<file path="src/rtl/plot_arbiter.sv">
// -----------------------------------------------------------------------------
// plot_arbiter
//
// Arbitrates NUM_REQ pixel producers onto a single VGA-adapter write port.
// A requester that wins arbitration owns the port until it drops req; every
// cycle in which the owner holds req with its grant high, one pixel is taken
// and presented on x/y/colour with plot=1 on the following cycle. A pixel
// whose x or y falls outside the display is consumed but not plotted; such
// pixels are counted in a saturating drop counter.
//
// Build option:
//   PLOT_ARB_ROUND_ROBIN_EN  defined   -> round-robin arbitration starting
//                                        after the last winner (registered
//                                        pointer)
//                            undefined -> fixed priority, lowest index wins
//
// Parameters:
//   NUM_REQ   number of requesters (2..8)
//   X_LIMIT   exclusive upper bound of a valid x coordinate
//   Y_LIMIT   exclusive upper bound of a valid y coordinate
//
// Ports:
//   clock       in   system clock, rising edge
//   resetn      in   asynchronous active-low reset
//   req         in   per-requester pixel valid
//   req_x       in   packed x, requester i at [9i+8:9i]
//   req_y       in   packed y, requester i at [8i+7:8i]
//   req_colour  in   packed colour, requester i at [3i+2:3i]
//   gnt         out  registered one-hot grant, doubles as pixel-ready
//   plot        out  registered write enable to the VGA adapter
//   x, y        out  registered pixel coordinates
//   colour      out  registered pixel colour
//   busy        out  high while a requester owns the port
//   drop_cnt    out  saturating count of discarded out-of-range pixels
// -----------------------------------------------------------------------------
module plot_arbiter #(
    parameter int unsigned NUM_REQ = 4,
    parameter int unsigned X_LIMIT = 320,
    parameter int unsigned Y_LIMIT = 240
) (
    input  logic                   clock,
    input  logic                   resetn,
    input  logic [NUM_REQ-1:0]     req,
    input  logic [9*NUM_REQ-1:0]   req_x,
    input  logic [8*NUM_REQ-1:0]   req_y,
    input  logic [3*NUM_REQ-1:0]   req_colour,
    output logic [NUM_REQ-1:0]     gnt,
    output logic                   plot,
    output logic [8:0]             x,
    output logic [7:0]             y,
    output logic [2:0]             colour,
    output logic                   busy,
    output logic [7:0]             drop_cnt
);

    localparam int unsigned IW = $clog2(NUM_REQ);

    // One bit wider than the coordinate so that limits equal to 2^width
    // (e.g. Y_LIMIT=256) still compare correctly.
    localparam logic [9:0] X_LIM = 10'(X_LIMIT);
    localparam logic [8:0] Y_LIM = 9'(Y_LIMIT);

    typedef enum logic {
        IDLE = 1'b0,
        OWN  = 1'b1
    } state_t;

    state_t               state;
    logic                 armed;
    logic [IW-1:0]        win_idx;
    logic                 win_found;
    logic [NUM_REQ-1:0]   win_onehot;
    logic [8:0]           sel_x;
    logic [7:0]           sel_y;
    logic [2:0]           sel_colour;
    logic                 accept;
    logic                 in_range;

    // ------------------------------------------------------------------
    // Winner selection
    // ------------------------------------------------------------------
`ifdef PLOT_ARB_ROUND_ROBIN_EN
    logic [IW-1:0] rr_ptr;

    // Search upward from the slot after the previous winner, wrapping.
    always_comb begin : rr_search
        int unsigned k;
        logic [IW-1:0] cand;
        win_idx   = '0;
        win_found = 1'b0;
        k         = 0;
        cand      = '0;
        for (int unsigned i = 0; i < NUM_REQ; i++) begin
            k    = (32'(rr_ptr) + 32'd1 + i) % NUM_REQ;
            cand = IW'(k);
            if (!win_found && req[cand]) begin
                win_idx   = cand;
                win_found = 1'b1;
            end
        end
    end
`else
    always_comb begin
        win_idx   = '0;
        win_found = 1'b0;
        for (int unsigned i = 0; i < NUM_REQ; i++) begin
            if (!win_found && req[i]) begin
                win_idx   = IW'(i);
                win_found = 1'b1;
            end
        end
    end
`endif

    assign win_onehot = NUM_REQ'(1) << win_idx;

    // ------------------------------------------------------------------
    // Pixel mux from the current owner (gnt is one-hot or zero)
    // ------------------------------------------------------------------
    always_comb begin
        sel_x      = '0;
        sel_y      = '0;
        sel_colour = '0;
        for (int unsigned i = 0; i < NUM_REQ; i++) begin
            if (gnt[i]) begin
                sel_x      = req_x[9*i +: 9];
                sel_y      = req_y[8*i +: 8];
                sel_colour = req_colour[3*i +: 3];
            end
        end
    end

    assign accept   = (state == OWN) && (|(req & gnt));
    assign in_range = ({1'b0, sel_x} < X_LIM) && ({1'b0, sel_y} < Y_LIM);
    assign busy     = (state != IDLE);

    // ------------------------------------------------------------------
    // Control and output registers
    // ------------------------------------------------------------------
    // armed holds off arbitration for the first edge after reset release,
    // so no grant can appear before the second rising edge.
    always_ff @(posedge clock or negedge resetn) begin
        if (!resetn) begin
            state    <= IDLE;
            armed    <= 1'b0;
            gnt      <= '0;
            plot     <= 1'b0;
            x        <= '0;
            y        <= '0;
            colour   <= '0;
            drop_cnt <= '0;
`ifdef PLOT_ARB_ROUND_ROBIN_EN
            rr_ptr   <= '0;
`endif
        end else begin
            armed <= 1'b1;
            plot  <= 1'b0;
            case (state)
                IDLE: begin
                    if (armed && win_found) begin
                        gnt   <= win_onehot;
                        state <= OWN;
`ifdef PLOT_ARB_ROUND_ROBIN_EN
                        rr_ptr <= win_idx;
`endif
                    end else begin
                        gnt <= '0;
                    end
                end
                OWN: begin
                    if (accept) begin
                        if (in_range) begin
                            plot   <= 1'b1;
                            x      <= sel_x;
                            y      <= sel_y;
                            colour <= sel_colour;
                        end else if (drop_cnt != 8'hFF) begin
                            drop_cnt <= drop_cnt + 8'd1;
                        end
                    end else begin
                        // Owner released: one dead cycle in IDLE before
                        // the next arbitration.
                        gnt   <= '0;
                        state <= IDLE;
                    end
                end
                default: begin
                    gnt   <= '0;
                    state <= IDLE;
                end
            endcase
        end
    end

endmodule
</file>
<file path="config.mk">
export PLATFORM = sky130hd
export DESIGN_NAME = plot_arbiter
export DESIGN_NICKNAME = d
export VERILOG_FILES = /design/src/rtl/plot_arbiter.sv
export SDC_FILE = /design/constraint.sdc
export NUM_CORES = 1
export LEC_CHECK = 0
export BUFFER_PORTS_ARGS = -buffer_cell sky130_fd_sc_hd__buf_2
export CAP_MARGIN = 25
export CORE_MARGIN = 10
export CORE_UTILIZATION = 43
export DETAILED_ROUTE_END_ITERATION = 10
export PLACE_DENSITY = 0.8
export SYNTH_ARGS = -nofsm -noshare
export SYNTH_HDL_FRONTEND = slang
export SYNTH_SLANG_ARGS = --single-unit
</file>
<file path="constraint.sdc">
create_clock -name clock -period 2.9 [get_ports clock]
set_clock_uncertainty 0.2 [all_clocks]
set_input_delay 0.29 -clock clock [delete_from_list [all_inputs] [get_ports clock]]
set_output_delay 0.29 -clock clock [all_outputs]
set_load 0.03 [all_outputs]
</file>
==> summary.md, run 1 <==
| Metric | Value |
|---|---|
| Count of buffers inserted at the top-level ports | 119 |
| Summed negative setup slack over all endpoints | 0 ps |
| Total iterations of the first detailed-routing run | 4 |
| Maximum vdd ir drop | about 260 uV |
| DR iter-0 viols | 101 |
| Worst setup path category | reg2reg |
| Post-route fraction of the period consumed by the critical path | 0.846 |
| Largest net degree at the start of global routing | 36 |
| Top post-synthesis cells by count | dfrtp_1 (35), a21oi_1 (31), nor2_1 (27) |
| Worst Setup End Kind | flip-flop |
| Number of levels the H-tree was split into | 2 |
| Floorplan core area | 4380 sq um |
| Filler-free cell count of the finished design | 388 |
| Final Hold Vio Count | 0 |
| Die Outline Area | 7670 sq um |
| Number of setup violations in the final report | 0 |
| Asr flop ratio synth | 1.00 |
| Congestion Overflow GR | 0 |
| # fillers | 390 |
| Post-CTS setup buffer count | 0 |
| Top-area cell type share of the netlist area | 0.446 |
| Cell depth of the worst min-delay path | 2 |
| Average cell area after synthesis | between 9 and 10 sq um |
| Number of max-cap violations | 0 |
| Maximum clock rate | 0.408 GHz |
| DRT antenna net count | 0 |
| Data required time at the worst endpoint | 2860 ps |
| Unrepaired setup endpoints after global routing | false |
| Global Route Usage Sum | 0.165 |
| Routed len/inst | 17.0 um |
| Critical-path maximum fanout | 34 |
| Biggest area contributors in the synthesized netlist | dfrtp_1 (45%), a21oi_1 (7.9%), a22oi_1 (7.6%) |
| Number of buffers added to fix hold violations after cts | 1 |
| Post-synth cell types | approximately 40 |
| Depth of the most critical reg-to-reg path | 7 |
| Clock latency reported for the late side of the worst-skew pair | 290 ps |
| Clock slew seen by the registers of the worst setup and hold paths | roughly 60 ps |
| Residual DRC count | 0 |
| Fin crit period | 2450 ps |
| Outcome | finished clean |
| Type of the most critical hold path | in2reg |
| Clock Root Buffer | clkbuf_8 |
| Cts bufs inserted | 5 |
| Vias after detailed routing | between 2k and 2.5k |
| Pin slew with the least headroom to its limit | 771 ps |
| Layout overhead on the synthesized area | 38.4% |
| CTS-repair resized insts | 0 |
| Final max-slew violation count | 0 |
| Worst-case clock buffer depth | 2 |
| Top-count cell post-synth | dfrtp_1 |
| Total instance count after detailed placement | approximately 380 |
| Power density over cell area | 565 nW/um^2 |
| Synthesized area | roughly 2000 sq um |
| Antenna violations before repair | 0 |
| Number of nets in the finished design | 422 |
| Top flip-flop cell by instance count after synthesis | dfrtp_1 |
| Sequential cell area fraction in the yosys report | 0.446 |
| Leakage power summed over all cells | 1.44 nW |
| GP Congestion | 0.832 |
| Half-perimeter wire length after placement | 5290 um |
| Die X | 87.6 um |
| Number of instances in the synthesized netlist | about 220 |
| YS warnings | 0 |
| Synthesized net count | 302 |
| Number of rows created at floorplan | 24 |
| Most area-hungry cell type in the Yosys netlist | dfrtp_1 |
| Effective utilization at floorplan | 0.448 |
| Post-Route WL | 6610 um |
| Crit path launch type | flip-flop |
| Count of flip-flops with a built-in enable after synthesis | 0 |
| Number of sinks on the clock net | 35 |
| Count of state elements after synthesis | 35 |
| Via density | 5.44 |
| Via count of the first global-routing pass | 2063 |
| Diode insertion count for antenna repair | 0 |
| Clock tree from TritonCTS | built |
| Normalized max-slew margin | 0.486 |
| Die Y-Extent | 87.6 um |
| Boundary pin count | between 100 and 150 |
| Data arrival time of the critical path | 2410 ps |
| Post-layout utilization of the core | 0.620 |
| First-pass GRT wire length | 10200 um |
| Share of cells above drive strength 1 | 0.435 |
power by group:
| group | internal [mW] | switching, mW |
|---|---|---|
| clock network | 0.216 | 0.174 |
| registers | 0.573 | 0.0484 |
| logic | 0.186 | 0.339 |
| total | 0.974 | 0.562 |
cells by family after synthesis:
logic type,count (synthesis),share of synthesized area
buffers and inverters,17,0.0408
AOI/OAI and AO/OA,81,0.268
and+or+nand+nor,65,0.155
muxes,8,0.0516
adders and majority gates,1,0.00637
xor gates and xnor gates,7,0.0312
other,1,0.00191
DFF,35,0.446
path summary, 6_finish.rpt:
kind,slack (ps),to,start
min,80,gnt[2],req[2]
min reg2reg,280,colour[0],colour[0]
max in group asynchronous,1590,x[6],resetn
max reg2reg,450,x[6],gnt[0]
max,450,x[6],gnt[0]
min in group asynchronous,410,colour[1],resetn
registers in the layout, indices dropped and copies added (netlist names):
signal / flops
armed: 1
y: 8
plot: 1
drop_cnt: 8
x: 9
busy: 1
gnt: 4
colour: 3
critical path, cell delays in order (launching register included):
cell and delay (ps):
dfrtp_1 390, nor2b_1 210, buf_4 230, a221oi_2 90
o31ai_2 370, o21ai_4 140, nand3_4 320, mux2_2 380
cell type report:
type                       count  area, sq um  share of cell area
multi-input combinational    163         1010               0.371
tap                           52         65.1              0.0239
sequential                    35          876               0.322
timing repair buffer         126          651               0.239
inverter                       4         15.0             0.00552
clock inverter                 1         7.51             0.00276
clock buffer                   7         96.3              0.0354
layer usage:
layer | GRT usage | share of wire
met5 | 0 | 0
met4 | 0.0493 | 0.015
met3 | 0.0817 | 0.12
met2 | 0.266 | 0.50
met1 | 0.190 | 0.37
per-stage QoR:
stage,instance area [sq um],setup slack [ps],power [mW],hold slack (ps)
after floorplan,1960,631,0.951,-206
after global placement,2610,567,1.15,205
after detailed placement,2610,471,1.16,221
after CTS,2720,429,1.55,74.6
after global routing,2720,308,1.63,86.5
final,2720,448,1.54,79.8
cell usage in the layout, fill, tap and decap left out, types with 2 or more instances in the layout:
cell,netlist,layout
a21oi_1,31,31
a22oi_1,20,20
a32o_1,2,2
and3_1,2,2
buf_2,4,119
buf_4,1,6
clkbuf_8,0,7
dfrtp_1,35,35
inv_1,4,4
mux2_2,4,4
mux2_4,3,3
nand2_1,19,19
nand2b_1,2,2
nand4_1,5,5
nor2_1,27,27
nor2b_1,3,3
o21ai_0,14,14
o22ai_1,5,5
xnor2_1,6,6
Note: power is estimated with default switching activity, not from simulation.
==> run 2, diff against run 1 <==
CORE_UTILIZATION = 39   (was 43)
PLACE_DENSITY = 0.77   (was 0.8)
clock period = 2.2 ns   (was 2.9 ns; I/O delays follow)
==> run 2 against run 1 <==
Combinational power rose by 42%. Critical path depth is the same. Final area rose by 9.0%. Largest power group unchanged. Register-to-register slack worse by 420 ps. Count of clock-buffer cells in the layout is the same. Flip-flop and latch count unchanged. Die area up 7.9%. Routed wire length is 5.6% higher. Global-route usage shrank 0.97 points. Core utilization down 0.48 points. Via count rose by 2.2%.
==> summary.md, run 2 (synthesis results as in run 1) <==
| Metric | Value |
|---|---|
| Least setup slack across all paths after layout | 30.7 ps (-417 ps) |
| Global Route Usage Sum | 0.156 (-0.00967) |
| Clock latency reported for the late side of the worst-skew pair | 290 ps (about the same) |
| Total instance count after detailed placement | 401 (+5.8%) |
| Post-route fraction of the period consumed by the critical path | 0.986 (+0.140) |
| Data required time at the worst endpoint | 2170 ps (-690 ps) |
| Commonest cells after routing, fill and taps aside | buf_2 (119), dfrtp_1 (31), a21oi_1 (27), nor2_1 (26), buf_4 (21) |
| Number of setup violations in the final report | 0 (unchanged) |
| GP Congestion | 0.839 (+0.78%) |
| Filler-free cell count of the finished design | 421 (+8.5%) |
| Critical R2R Launch | gnt[1] |
| Summed negative setup slack over all endpoints | 0 ps (unchanged) |
| Total iterations of the first detailed-routing run | 4 (unchanged) |
| Cts bufs inserted | 5 (unchanged) |
| Hold path endpoint | y[3] |
| Pin slew with the least headroom to its limit | 771 ps (-0.139 ps) |
| Normalized max-slew margin | 0.486 (about the same) |
| Layout overhead on the synthesized area | 50.9% |
| Detailed-route wire length on metal 1 | 2950 um (+22%) |
| Number of flip-flops under the largest register name | 9 (unchanged) |
| Hold Startpoint | req_y[27] |
| Crit path launch type | flip-flop |
| Number of rows created at floorplan | 25 (+4.2%) |
| Floorplan core area | 4820 sq um (+9.9%) |
| Post-layout instance area | 2960 sq um (+9.0%) |
| Number of nets in the finished design | 440 (+4.3%) |
| Die X | 91.0 um (+3.9%) |
| DRT antenna net count | 0 (unchanged) |
| Maximum clock rate | 0.461 GHz (+13%) |
| First-pass GRT wire length | 10700 um (+4.6%) |
| Power density over cell area | 680 nW/um^2 (+20%) |
| Critical-path maximum fanout | 8 (-76%) |
| Capturing point of the worst reg2reg path | drop_cnt[1] |
| Register with the highest flop count | x |
| Clock tree from TritonCTS | built |
| Diode insertion count for antenna repair | 0 (unchanged) |
| Fin crit period | 2170 ps (-283 ps) |
| Top metal layer carrying routed signals | met4 |
| Final max-slew violation count | 0 (unchanged) |
| Leading registers by flop count | x: 9 flops, drop_cnt: 8 flops, y: 8 flops |
| # fillers | 439 (+13%) |
| Residual DRC count | 0 (unchanged) |
| Worst-case clock buffer depth | 2 (unchanged) |
| Minimum setup slack after placement | -43.3 ps (-514 ps) |
| Unrepaired setup endpoints after global routing | true |
| Final Hold Vio Count | 0 (unchanged) |
| Type of the most critical hold path | in2reg |
| Post-Place Cell Area | 2690 sq um (+3.4%) |
| Clock Root Buffer | clkbuf_8 |
| Cell depth of the worst min-delay path | 3 (+1) |
| Combined area of the multi-input logic cells | 1090 sq um (+8.6%) |
| Share of cells above drive strength 1 | 0.508 (+0.0740) |
| Via count of the first global-routing pass | 2208 (+7.0%) |
| Via density | 5.12 (-5.8%) |
| Setup slack of the most critical reg-to-reg path | 30 ps (-420 ps) |
| Largest net degree at the start of global routing | 36 (unchanged) |
| Data arrival time of the critical path | 2140 ps (-270 ps) |
| Most common cell after layout, fill and taps aside | buf_2 |
| Clock slew seen by the registers of the worst setup and hold paths | 70 ps (about the same) |
| Worst setup path category | reg2reg |
| Number of sinks on the clock net | 35 (unchanged) |
| Count of buffers inserted at the top-level ports | 119 (unchanged) |
| Worst setup startpoint | gnt[1] |
| Post-layout utilization of the core | 0.615 (-0.00482) |
| Met3 wire length | 455 um (-43%) |
| Outcome | finished clean |
| Half-perimeter wire length after placement | 5300 um (+0.11%) |
| Vias after detailed routing | 2157 (+2.2%) |
| Leakage power summed over all cells | 1.54 nW (+6.9%) |
| Number of max-cap violations | 0 (unchanged) |
| Post-Route WL | 6980 um (+5.6%) |
| Combined flip-flop and latch cell area | 881 sq um (+0.57%) |
| Routed len/inst | 16.6 um (-2.7%) |
| Congestion Overflow GR | 0 (unchanged) |
| Total power of the final layout | 2.02 mW (+31%) |
| Hold WS | 22.4 ps (-57.4 ps) |
| Die Outline Area | 8280 sq um (+7.9%) |
| Effective utilization at floorplan | 0.408 (-0.0403) |
| Maximum vdd ir drop | 395 uV (+51%) |
| Antenna violations before repair | 0 (unchanged) |
| Die Y-Extent | 91.0 um (+3.9%) |
| Worst Setup End Kind | flip-flop |
| Number of levels the H-tree was split into | 2 (unchanged) |
| DR iter-0 viols | 83 (-18%) |
| Boundary pin count | 120 (unchanged) |
| Total met2 wirelength after detailed routing | 3450 um (+4.8%) |
| Depth of the most critical reg-to-reg path | 7 (unchanged) |
## run 2: cell count changes in the layout (fill, tap and decap cells not counted), sizes merged
cell,before,now
clkinvlp,1,0
buf,125,142
clkinv,0,1
dlygate4sd3,1,2
## run 2: power by group
group / internal, mW / total [mW] / leakage [nW] / switching (mW)
Sequential: 0.756 / 0.824 / 0.466 / 0.0676
Clock: 0.222 / 0.446 / 0.0422 / 0.224
Combinational: 0.285 / 0.747 / 1.03 / 0.462
Total: 1.26 / 2.02 / 1.54 / 0.754
## run 2: how the worst max path moves through the flow
| stage | cells after the start | endpoint | slack, ps |
|---|---|---|---|
| 3_3_place_gp | 7 | drop_cnt[1] | 20 |
| 4_1_cts | 7 | drop_cnt[1] | 20 |
| 3_5_place_dp | 7 | drop_cnt[1] | -40 |
| 6_report | 7 | drop_cnt[1] | 30 |
| 5_1_grt | 8 | drop_cnt[6] | -90 |
| 2_1_floorplan | 8 | y[4] | 30 |
## run 2: worst max-delay path, stage by stage (launching register included)
cell,delay [ps]
dfrtp_2,420
nor2b_4,130
buf_8,150
a22oi_2,70
a21oi_2,200
nand4_1,260
a21oi_4,310
mux2_4,320
## run 2: area by class of cell
cell class                      instances  share of cell area
Tap cell                               67              0.0283
Inverter                                4             0.00507
Sequential cell                        35               0.297
Timing Repair Buffer                  144               0.273
Clock buffer                            7              0.0257
Multi-Input combinational cell        163               0.369
Clock inverter                          1             0.00169
## run 2: metal layers
layer,GRT usage,vias to the layer above
met5,0,-
met4,0.0483,0
met3,0.0535,10
met2,0.258,81
met1,0.186,1008
li1,-,1058
## run 2: what timing repair did
action,4_1_cts,5_1_grt
resized for setup,1,20
setup buffers,5,5
endpoints found under the setup margin,3,28
hold buffers,2,0
pin swaps,6,12
hold endpoints to repair,36,0
